## src/rtl/mem_pkg.sv

```systemverilog
// Shared load/store opcodes, FSM state encoding and opcode helpers.
// Imported by the ALU, decoder and the memory access unit.
package mem_pkg;

  localparam logic [4:0] OP_LWI = 5'b01110;
  localparam logic [4:0] OP_LW  = 5'b01111;
  localparam logic [4:0] OP_SWI = 5'b10000;
  localparam logic [4:0] OP_SW  = 5'b10001;

  typedef enum logic [1:0] {
    ST_IDLE = 2'd0,
    ST_REQ  = 2'd1,
    ST_FIN  = 2'd2
  } mem_state_e;

  function automatic logic is_store_op(input logic [4:0] op);
    return (op == OP_SWI) || (op == OP_SW);
  endfunction

  function automatic logic is_load_op(input logic [4:0] op);
    return (op == OP_LWI) || (op == OP_LW);
  endfunction

  function automatic logic is_mem_op(input logic [4:0] op);
    return is_load_op(op) || is_store_op(op);
  endfunction

endpackage

```

## src/rtl/mem_timeout_counter.sv

```systemverilog
// Saturating REQ-cycle counter; Expired flags the enabled cycle that
// completes TIMEOUT_CYCLES un-acked cycles. TIMEOUT_CYCLES=0 never expires.
// Ports: Clk, Reset_n (async low), Clear, Enable -> Expired.
module mem_timeout_counter #(
  parameter int unsigned TIMEOUT_CYCLES = 255
) (
  input  logic Clk,
  input  logic Reset_n,
  input  logic Clear,
  input  logic Enable,
  output logic Expired
);

  localparam int unsigned CW =
    (TIMEOUT_CYCLES > 0) ? $clog2(TIMEOUT_CYCLES + 1) : 1;
  localparam logic [CW-1:0] LIMIT = CW'(TIMEOUT_CYCLES);
  localparam logic [CW-1:0] LAST =
    (TIMEOUT_CYCLES > 0) ? CW'(TIMEOUT_CYCLES - 1) : '0;
  localparam logic TO_EN = (TIMEOUT_CYCLES != 0);

  logic [CW-1:0] cnt_q;
  logic [CW-1:0] cnt_d;

  always_comb begin
    cnt_d = cnt_q;
    if (Clear) begin
      cnt_d = '0;
    end else if (Enable && (cnt_q != LIMIT)) begin
      cnt_d = cnt_q + CW'(1);
    end
  end

  always_ff @(posedge Clk or negedge Reset_n) begin
    if (!Reset_n) begin
      cnt_q <= '0;
    end else begin
      cnt_q <= cnt_d;
    end
  end

  // cnt_q already holds the elapsed cycles, so this cycle is the last one
  assign Expired = TO_EN && Enable && (cnt_q >= LAST);

endmodule

```

## src/rtl/mem_access_unit.sv

```systemverilog
// Load/store memory access unit: one req/ack transaction per Start,
// Done/Error pulse on completion, LoadData holds the last good load.
// Ports: Clk, Reset_n, Start, Operation, ALUResult, StoreData,
//   MemReq/MemWE/MemAddr/MemWData/MemAck/MemRData, LoadData, Done,
//   Error, Busy. Optional macro MEM_ALIGN_CHECK_EN aborts misaligned
//   accesses without touching memory.
module mem_access_unit
  import mem_pkg::*;
#(
  parameter int unsigned TIMEOUT_CYCLES = 255,
  parameter int unsigned ADDR_W         = 32
) (
  input  logic              Clk,
  input  logic              Reset_n,
  input  logic              Start,
  input  logic [4:0]        Operation,
  input  logic [ADDR_W-1:0] ALUResult,
  input  logic [ADDR_W-1:0] StoreData,
  output logic              MemReq,
  output logic              MemWE,
  output logic [ADDR_W-1:0] MemAddr,
  output logic [ADDR_W-1:0] MemWData,
  input  logic              MemAck,
  input  logic [ADDR_W-1:0] MemRData,
  output logic [ADDR_W-1:0] LoadData,
  output logic              Done,
  output logic              Error,
  output logic              Busy
);

  mem_state_e        state_q;
  logic              req_q;
  logic              we_q;
  logic              done_q;
  logic              err_q;
  logic              busy_q;
  logic [ADDR_W-1:0] addr_q;
  logic [ADDR_W-1:0] wdata_q;
  logic [ADDR_W-1:0] ldata_q;

  logic start_ok;
  logic misaligned;
  logic cnt_clr;
  logic cnt_en;
  logic expired;

  assign start_ok = Start && is_mem_op(Operation);

`ifdef MEM_ALIGN_CHECK_EN
  assign misaligned = |ALUResult[1:0];
`else
  assign misaligned = 1'b0;
`endif

  assign cnt_clr = (state_q == ST_IDLE) && start_ok;
  assign cnt_en  = (state_q == ST_REQ) && !MemAck;

  mem_timeout_counter #(
    .TIMEOUT_CYCLES(TIMEOUT_CYCLES)
  ) u_timeout (
    .Clk    (Clk),
    .Reset_n(Reset_n),
    .Clear  (cnt_clr),
    .Enable (cnt_en),
    .Expired(expired)
  );

  always_ff @(posedge Clk or negedge Reset_n) begin
    if (!Reset_n) begin
      state_q <= ST_IDLE;
      req_q   <= 1'b0;
      we_q    <= 1'b0;
      done_q  <= 1'b0;
      err_q   <= 1'b0;
      busy_q  <= 1'b0;
      addr_q  <= '0;
      wdata_q <= '0;
      ldata_q <= '0;
    end else begin
      done_q <= 1'b0;
      err_q  <= 1'b0;
      unique case (state_q)
        ST_IDLE: begin
          if (start_ok) begin
            addr_q  <= ALUResult;
            wdata_q <= StoreData;
            we_q    <= is_store_op(Operation);
            busy_q  <= 1'b1;
            if (misaligned) begin
              state_q <= ST_FIN;
              done_q  <= 1'b1;
              err_q   <= 1'b1;
            end else begin
              state_q <= ST_REQ;
              req_q   <= 1'b1;
            end
          end
        end
        ST_REQ: begin
          // an ack in the expiry cycle still completes normally
          if (MemAck) begin
            if (!we_q) begin
              ldata_q <= MemRData;
            end
            req_q   <= 1'b0;
            done_q  <= 1'b1;
            state_q <= ST_FIN;
          end else if (expired) begin
            req_q   <= 1'b0;
            done_q  <= 1'b1;
            err_q   <= 1'b1;
            state_q <= ST_FIN;
          end
        end
        ST_FIN: begin
          busy_q  <= 1'b0;
          state_q <= ST_IDLE;
        end
        default: begin
          req_q   <= 1'b0;
          busy_q  <= 1'b0;
          state_q <= ST_IDLE;
        end
      endcase
    end
  end

  assign MemReq   = req_q;
  assign MemWE    = we_q;
  assign MemAddr  = addr_q;
  assign MemWData = wdata_q;
  assign LoadData = ldata_q;
  assign Done     = done_q;
  assign Error    = err_q;
  assign Busy     = busy_q;

endmodule

```

## config.mk

```make
export PLATFORM = sky130hd
export DESIGN_NAME = mem_access_unit
export DESIGN_NICKNAME = d
export VERILOG_FILES = /design/src/rtl/mem_pkg.sv /design/src/rtl/mem_timeout_counter.sv /design/src/rtl/mem_access_unit.sv
export SDC_FILE = /design/constraint.sdc
export NUM_CORES = 1
export LEC_CHECK = 0
export ABC_AREA = 1
export CORE_MARGIN = 10
export CORE_UTILIZATION = 38
export CTS_BUF_LIST = sky130_fd_sc_hd__clkbuf_16
export CTS_CLUSTER_DIAMETER = 150
export CTS_CLUSTER_SIZE = 40
export DETAILED_ROUTE_END_ITERATION = 8
export PLACE_DENSITY = 0.84
export SLEW_MARGIN = 20
export SYNTH_ARGS = -nofsm -noshare
export SYNTH_HDL_FRONTEND = slang
export SYNTH_SLANG_ARGS = --single-unit
```

## constraint.sdc

```tcl
create_clock -name Clk -period 1.4 [get_ports Clk]
set_input_delay 0.35 -clock Clk [delete_from_list [all_inputs] [get_ports Clk]]
set_output_delay 0.35 -clock Clk [all_outputs]
set_load 0.01 [all_outputs]
```

# Word-level counts from Yosys, hierarchy flattened

Cells that the tools add are included.

Add/sub/neg operators: 1
Magnitude comparators: 1
Equal/unequal tests: 9
Muxes and demuxes: 16
Bitwise operators: 3
Reduce and logical (&&, ||, !) cells: 16

Operators with widths:

| operator              | number |
|---|---|
| $mux W8               | 2 |
| $eq A5 B4 Y1 const B  | 2 |
| $eq A5 B5 Y1 const B  | 2 |
| $add A8 B1 Y8 const B | 1 |
| $ge A8 B8 Y1 const B  | 1 |
| $mux W1               | 8 |
| $ne A8 B8 Y1 const B  | 1 |
| $mux W2               | 3 |
| $reduce_and A2 Y1     | 3 |
| $reduce_and A3 Y1     | 2 |
| $logic_and A1 B1 Y1   | 5 |
| $pmux W2 S2           | 1 |
| $logic_or A1 B1 Y1    | 3 |
| $ne A3 B3 Y1 const B  | 1 |
| $not A1 Y1            | 3 |
| $pmux W1 S3           | 1 |
| $eq A2 B1 Y1 const B  | 1 |
| $eq A2 B2 Y1 const B  | 1 |
| $logic_not A2 Y1      | 1 |
| $ne A2 B2 Y1 const B  | 1 |
| $pmux W1 S2           | 1 |
| $reduce_bool A2 Y1    | 1 |
| $logic_not A1 Y1      | 1 |

Bits in registers: 111
Bits of input ports: 105
Output and inout port bits: 101
Logic and storage cells: 56

# Longest topological paths before layout

Gate-level depths: netlist (run 1).

Depth in word-level cells: 6
Mapped depth: 10
Depth with buffers taken out: 9

# Cells and area by module

A second synthesis (run 1) with hierarchy kept.

Cells, all modules: 532
Area total of the unflattened synthesis: 4732.0 um^2

By module, submodules not included:

| module              | instances | cells an instance | area an instance (um^2) | seq. area each (um^2) |
|---|---|---|---|---|
| mem_access_unit     | 1         | 457               | 4204.0                  | 2577.5 |
| mem_timeout_counter | 1         | 75                | 528.0                   | 200.2 |

# Worst setup path after synthesis (run 1)

Ideal clock, no wire load.

Path kind: register to register
Start point: register u_timeout.cnt_q[0]
End point: register u_timeout.cnt_q[1]
Library setup time: 0.117 ns
Arrival: 1.252 ns
Required time: 1.283 ns
Setup slack: 0.031 ns
Stages on the path, launching flop included: 10
Buffers on the path: 0
Clock period less this slack: 1.369 ns
Cells stage by stage: dfrtp_1 -> ha_1 -> nand3_1 -> inv_1 -> nand2_1 -> nand2_2 -> inv_1 -> nand2_1 -> nand2_1 -> nor2_1

Word-level cells in the longest chain between the ends: 3
Elaborated cells between the ends (all ways): 6
Those cells by class: add/sub (1); eq/ne (1); mux (2); reduce/logical (2)

RTL lines:

| what                                           | line                                                 | RTL |
|---|---|---|
| start: declaration                             | mem_timeout_counter.sv:21                            | `logic [CW-1:0] cnt_q;` |
| start signal: assignment                       | mem_timeout_counter.sv:37                            | `cnt_q <= cnt_d;` |
| $add A8 B1 Y8 or $ne A8 B8 Y1 (tied branches)  | mem_timeout_counter.sv:29, mem_timeout_counter.sv:28 |  |
| $mux W8 or $logic_and A1 B1 Y1 (tied branches) | mem_timeout_counter.sv:28                            | `end else if (Enable && (cnt_q != LIMIT)) begin` |
| $mux W8 or $reduce_bool A2 Y1 (tied branches)  | --                                                   |  |

Several ways; a longest one is shown, not always the timed one. The select of a mux whose other input is x is not followed.
A chain may end at the register's enable or synchronous reset.

# Worst setup path after layout (run 1)

Start point: register u_timeout.cnt_q[0]
End point: register u_timeout.cnt_q[0]

Same word-level chain as after synthesis.

==> results of run 1 <==
## cells in the mapped netlist, drive strengths merged
master / count / area [um^2]
nand3: 16 / 85.1
buf: 15 / 120
clkbuf: 5 / 18.8
nand2: 99 / 377
nor2: 18 / 70.1
xor2: 3 / 26.3
dfrtp: 111 / 2780
nand3b: 2 / 15.0
inv: 80 / 300
nand4: 1 / 6.26
a21oi: 2 / 10.0
mux2: 32 / 360
ha: 2 / 25.0
o21ai: 66 / 353
## repair_timing
| action | CTS | global route |
|---|---|---|
| cloned | 4 | 3 |
| resized for setup | 128 | 89 |
| hold buffers | 0 | 0 |
| setup endpoints to repair | 128 | 118 |
| pin swaps | 3 | 14 |
| setup buffers | 5 | 4 |
## where the power goes
part           switching (uW)  internal (uW)
Clock                    1190           1600
Sequential                521           4100
Combinational            1600           1930
Total                    3310           7630
## logic make-up after synthesis
| kind of cell | count (synthesis) |
|---|---|
| compound gates | 68 |
| fa+ha+maj | 2 |
| xor+xnor | 3 |
| buf+inv | 100 |
| flops | 111 |
| simple gates | 136 |
| mux | 32 |
## state kept, by name (all words and copies together) (netlist names), 2 cells and up
signal and cells:
MemAddr 32, MemWData 32, u_timeout.cnt_q 8, state_q 2, LoadData 32
## through the flow
step | instance area (um^2) | instances | total power, uW | hold slack (ns) | utilization
4_1_cts | 7210 | 818 | 10800 | 0.0286 | 0.624
2_1_floorplan | 4540 | 452 | 5930 | 0.0544 | -
3_3_place_gp | 6800 | 793 | 8330 | 0.395 | 0.588
6_report | 7460 | 825 | 10900 | 0.0247 | 0.645
3_5_place_dp | 6800 | 793 | 8510 | 0.404 | 0.588
5_1_grt | 7460 | 825 | 11600 | 0.0427 | 0.645
## layout make-up
type                    count  area share
clock buffers               9      0.0302
clock inverters             7      0.0136
inverters                  80      0.0411
multi-input cells         241       0.191
flip-flops and latches    111       0.373
well taps                 143      0.0240
repair buffers            234       0.328
## routing by layer
metal | vias to the layer above | part of all wire | global-route usage
met3 | 15 | 0.11 | 0.0730
met4 | 0 | 0.015 | 0.0455
li1 | 1857 | - | -
met1 | 1845 | 0.39 | 0.178
met5 | - | 0 | 0
met2 | 156 | 0.49 | 0.272
## final timing paths
kind / to / cells after the start
worst max-delay path: u_timeout.cnt_q[0] / 8
worst min-delay path: MemWData[8] / 2
worst max register to register: u_timeout.cnt_q[0] / 8
worst min register to register: MemWData[8] / 2
max in group asynchronous: MemAddr[28] / 2
min in group Clk: state_q[0] / 4
## layout by cell type (no fill, tap or decap), drive strengths merged
master	instances
dlygate4sd2	35
clkbuf	12
dlymetal6s2s	1
bufbuf	2
mux2	32
nand4	1
nand3	16
nor2	18
clkinv	1
clkinvlp	1
nand3b	2
bufinv	2
clkdlybuf4s50	97
buf	27
inv	83
nand2	99
a21oi	2
clkdlybuf4s15	69
dfrtp	111
ha	2
xor2	3
o21ai	66
==> results.tsv, run 1 <==
metric	value	unit
hp-class	input port to async pin	
synth_warnings	0	
fin_crit_sh	1.00	
cp.arrival	1.63	ns
die_h	129	um
status	complete, but fails checks	
required	1.63	ns
yosysSeqAreaShare	0.611	
synth_compound_area_frac	0.0798	
power.leakage	0.00377	uW
numCtsBuffers	9	
synthAdderAreaFrac	0.00551	
wl_per_cell	17.2	um
synth_mux_area_frac	0.0793	
ys_ff_latch	111	
ir_drop	753	uV
power_density	1470	nW/um^2
finalNetCount	784	
drt_iter0_drc	179	
synth_cell_types	22	
path_cells	ha_2 -> nand3_2 -> inv_2 -> nand2_2 -> nand2_4 -> clkinvlp_4 -> nor2_2 -> nor2_1	
crit_path_start	u_timeout.cnt_q[0]	
cts_tree	done	
drv_slew	0	
synth-simple-area-share	0.122	
hold_viol_final	0	
slew-limit-headroom	0.693	
port_buffers	204	
syn_nets	559	
fin_ws	-0.00270	ns
drc_errors	0	
root_buffer	clkbuf_16	
grt_remaining_overflow	0	
synthXorXnorAreaFrac	0.00578	
fin_skew	0.0142	ns
grt_pass1_wl	21200	um
syn_area	4540	um^2
multi_input_area	1420	um^2
synth.avg_cell_area	10.1	um^2
diodes	0	
initial_core_util	0.393	
synthToLayoutAreaGrowth	64.1	%
io_pins	206	
vias	3873	
clk_pin_slew	0.07	ns
crit_path_max_fanout	8	
grt_start_max_net_pins	84	
antenna_found_initial	0	
cp_top_family	simple AND/OR/NAND/NOR gates	
drive_above_1_share	0.158	
fin_crit	1.40	ns
slowest_stage	dfrtp_1	
critPathMaxStageDelay	0.41	ns
drv_cap	0	
endpoint_kind	register	
grt_pass1_vias	4054	
fmaxAchievable	713	MHz
final.fill_count	923	
r2r-start	u_timeout.cnt_q[0]	
die_w	129	um
h-tree-depth	3	
cp-start-kind	register	
globalplace.congestion	0.763	
regArea	2780	um^2
synthCells	452	
synth_top_family_by_area	simple AND/OR/NAND/NOR gates	
dp_worst_setup_slack	-0.393	ns
core_region_area	11600	um^2
firstDrtPassIters	4	
critPathKind	register to register	
fin_tns_setup	-0.00270	ns
clk_latency	0.35	ns
via_per_inst	4.69	
row_count	39	
crit_buf_inv	2	
cts_max_path_buffers	2	
design.die.area	16700	um^2
cts_sinks	111	
setup_viol	1	
violations	negative setup slack	
r2r_slack	-0.003	ns
rsz0062_at_grt	yes	
tightest_slew	0.461	ns
track_usage	0.160	
dp_hpwl	10200	um
ant_nets	0	
routed_wl	14200	um
No activity file was read; power rests on OpenSTA's default activity.
==> run 2, diff against run 1 <==
Settings changed: ABC_AREA 1 to unset, CORE_UTILIZATION 38 to 37, PLACE_DENSITY 0.84 to 0.83.
==> run 2 against run 1 <==
Effect of this change: the flow finishes with violations (negative hold slack, negative setup slack); power shrank 4.7%; clock-buffer cell count is the same; sequential share of layout area down 1.8 points; synthesized cell count decreased by 9.5%; setup slack got worse by 0.21 ns; final area increased by 5.1%; maximum frequency decreased by 13%; combinational power decreased by 2%; worst hold slack got worse by 0.036 ns; clock power is 12% lower; largest power group unchanged; routed wire length grew 9.4%; sequential cell count unchanged.
==> results.tsv, run 2 <==
metric	value	unit	change
yosysSeqAreaShare	0.636		+0.0249
grt_pass1_wl	23100	um	+8.8%
drive_above_1_share	0.313		+0.155
syn_area	4370	um^2	-3.9%
ys_ff_latch	111		unchanged
hold_viol_final	7		+7
synthCells	409		-9.5%
cts_sinks	111		unchanged
fin_tns_setup	-8.23	ns	-8.23 ns
tightest_slew	0.548	ns	+0.0867 ns
io_pins	206		unchanged
cp_top_family	simple AND/OR/NAND/NOR gates		
rr_worst_depth	5		-3
clk_pin_slew	0.07	ns	about the same
die_w	129	um	-0.56%
initial_core_util	0.381		-0.0121
hold_buffers	0		unchanged
crit_buf_inv	1		-1
p_seq_frac	0.434		+0.012
finalNetCount	763		-2.7%
crit_path_max_fanout	5		-3
synth-edff-count	0		unchanged
vias	3905		+0.83%
postPlaceCellArea	6840	um^2	+0.63%
firstDrtPassIters	4		unchanged
worst-path-stages	5		-3
cp-start-kind	register		
endpoint_kind	register		
fin_area	7840	um^2	+5.1%
cts_tree	done		
async_flop_share	1.00		unchanged
final_common_cell	nand2_1		
power_density	1330	nW/um^2	-9.3%
dp_hpwl	10300	um	+0.90%
via_per_inst	4.86		+3.5%
hold_ws	-0.0108	ns	-0.0355 ns
drc_errors	0		unchanged
fmaxAchievable	620	MHz	-13%
switchingPower	3250	uW	-2.1%
intPower	7180	uW	-5.8%
status	complete, but fails checks		
swShare	0.311		+0.00823
diodes	0		unchanged
setup_viol	88		+87
power_frac_clock	0.235		-0.020
violations	negative hold slack, negative setup slack		
row_count	39		unchanged
syn_nets	516		-7.7%
design.die.area	16500	um^2	-1.1%
required	1.67	ns	+0.04 ns
clk_latency	0.35	ns	about the same
grt_start_max_net_pins	70		-17%
die_h	129	um	-0.56%
yosysTopAreaCell	dfrtp_1		
synth_top_area_frac	0.636		+0.0249
fin_skew	0.00536	ns	-0.00881 ns
pwr-share-comb	0.331		+0.008
grt_remaining_overflow	0		unchanged
fin_crit	1.61	ns	+0.210 ns
h-tree-depth	3		unchanged
r2r-start	state_q[1]		
r2r-end	u_timeout.cnt_q[7]		
root_buffer	clkbuf_16		
antenna_found_initial	0		unchanged
synth.most_common_cell	nand2_1		
drt_iter0_drc	157		-12%
final.fill_count	825		-11%
fin_crit_sh	1.15		+0.150
synth.avg_cell_area	10.7	um^2	+6.2%
synth_area_leaders	dfrtp_1, nand2_1, mux2_2		
grt_pass1_vias	4173		+2.9%
critPathKind	register to register		
synth_cell_types	37		+68%
rsz0062_at_grt	yes		
power	10400	uW	-4.7%
power.leakage	0.00374	uW	-0.68%
drv_slew	0		unchanged
slew-limit-headroom	0.635		-0.0578
ys.flop_type	dfrtp_1		
slowest_stage	dfrtp_2		
synthToLayoutAreaGrowth	79.5	%	
synth_warnings	0		unchanged
critPathMaxStageDelay	0.46	ns	+0.05 ns
numCtsBuffers	9		unchanged
routed_wl	15500	um	+9.4%
yosys-top-cells-count	nand2_1, dfrtp_1, mux2_2		
cts_max_path_buffers	2		unchanged
track_usage	0.177		+0.0168
dp_worst_setup_slack	-0.577	ns	-0.184 ns
hp-class	input port to async pin		
globalplace.congestion	0.782		+2.5%
drv_cap	0		unchanged
ant_nets	0		unchanged
cp.arrival	1.89	ns	+0.26 ns
wl_per_cell	19.3	um	+12%
fin_ws	-0.213	ns	-0.210 ns
layout_common_cells	nand2_1, dfrtp_1, clkdlybuf4s50_1, clkdlybuf4s15_1, nand2_2		
ir_drop	880	uV	+17%
core_region_area	11500	um^2	-0.84%
port_buffers	204		unchanged
r2r_slack	-0.21	ns	-0.21 ns
path_cells	buf_12 -> nor3b_4 -> o21ai_4 -> or4_1 -> a21oi_1		
==> run 2: through the flow <==
stage | cells | util
after floorplan | 409 | -
after global placement | 761 | 0.597
after detailed placement | 761 | 0.597
after CTS | 795 | 0.663
after global routing | 804 | 0.684
final | 804 | 0.684
==> run 2: area by class of cell <==
| type | instances | area [um^2] | share of cell area |
|---|---|---|---|
| inverters | 3 | 11.3 | 0.00144 |
| multi-input cells | 276 | 1860 | 0.238 |
| repair buffers | 255 | 2720 | 0.347 |
| clock buffers | 9 | 225 | 0.0287 |
| clock inverters | 7 | 57.6 | 0.00734 |
| flip-flops and latches | 111 | 2780 | 0.355 |
| well taps | 143 | 179 | 0.0228 |
==> run 2: per-layer routing <==
metal	GRT usage	wire length, um	vias up	part of all wire
li1	-	-	1812	-
met1	0.198	5630	1914	0.36
met2	0.312	8270	158	0.53
met3	0.0595	1340	21	0.086
met4	0.0557	281	0	0.018
met5	0	0	-	0
==> run 2: kinds of logic (layout without fill, tap and decap cells) <==
family          after synthesis  count (layout)  share of synthesized area
fa+ha+maj                     2               2                    0.00573
xor+xnor                      3               3                    0.00602
compound gates               16              16                     0.0223
buf+inv                      22             274                     0.0244
mux                          34              34                     0.0874
flops                       111             111                      0.636
simple gates                221             221                      0.218
==> run 2: how the worst max path moves through the flow <==
stage	from	slack (ns)	end
2_1_floorplan	state_q[1]	-0.06	u_timeout.cnt_q[6]
3_3_place_gp	MemAck	-0.54	u_timeout.cnt_q[7]
3_5_place_dp	MemAck	-0.58	u_timeout.cnt_q[7]
4_1_cts	state_q[1]	-0.13	LoadData[28]
5_1_grt	state_q[1]	-0.27	u_timeout.cnt_q[7]
6_report	state_q[1]	-0.21	u_timeout.cnt_q[7]
==> run 2: repair_timing <==
action,4_1_cts,5_1_grt
setup endpoints to repair,211,164
gates resized for setup,220,95
buffers inserted,10,9
gates cloned,10,1
pin swaps,73,8
==> run 2: power by group through the flow <==
stage | registers, uW | logic (uW) | clock network (uW)
after detailed placement | 4510 | 3590 | 0
after floorplan | 4850 | 881 | 0
after global routing | 4620 | 3730 | 2670
after CTS | 4490 | 3310 | 2520
after global placement | 4450 | 3500 | 0
final | 4520 | 3450 | 2450
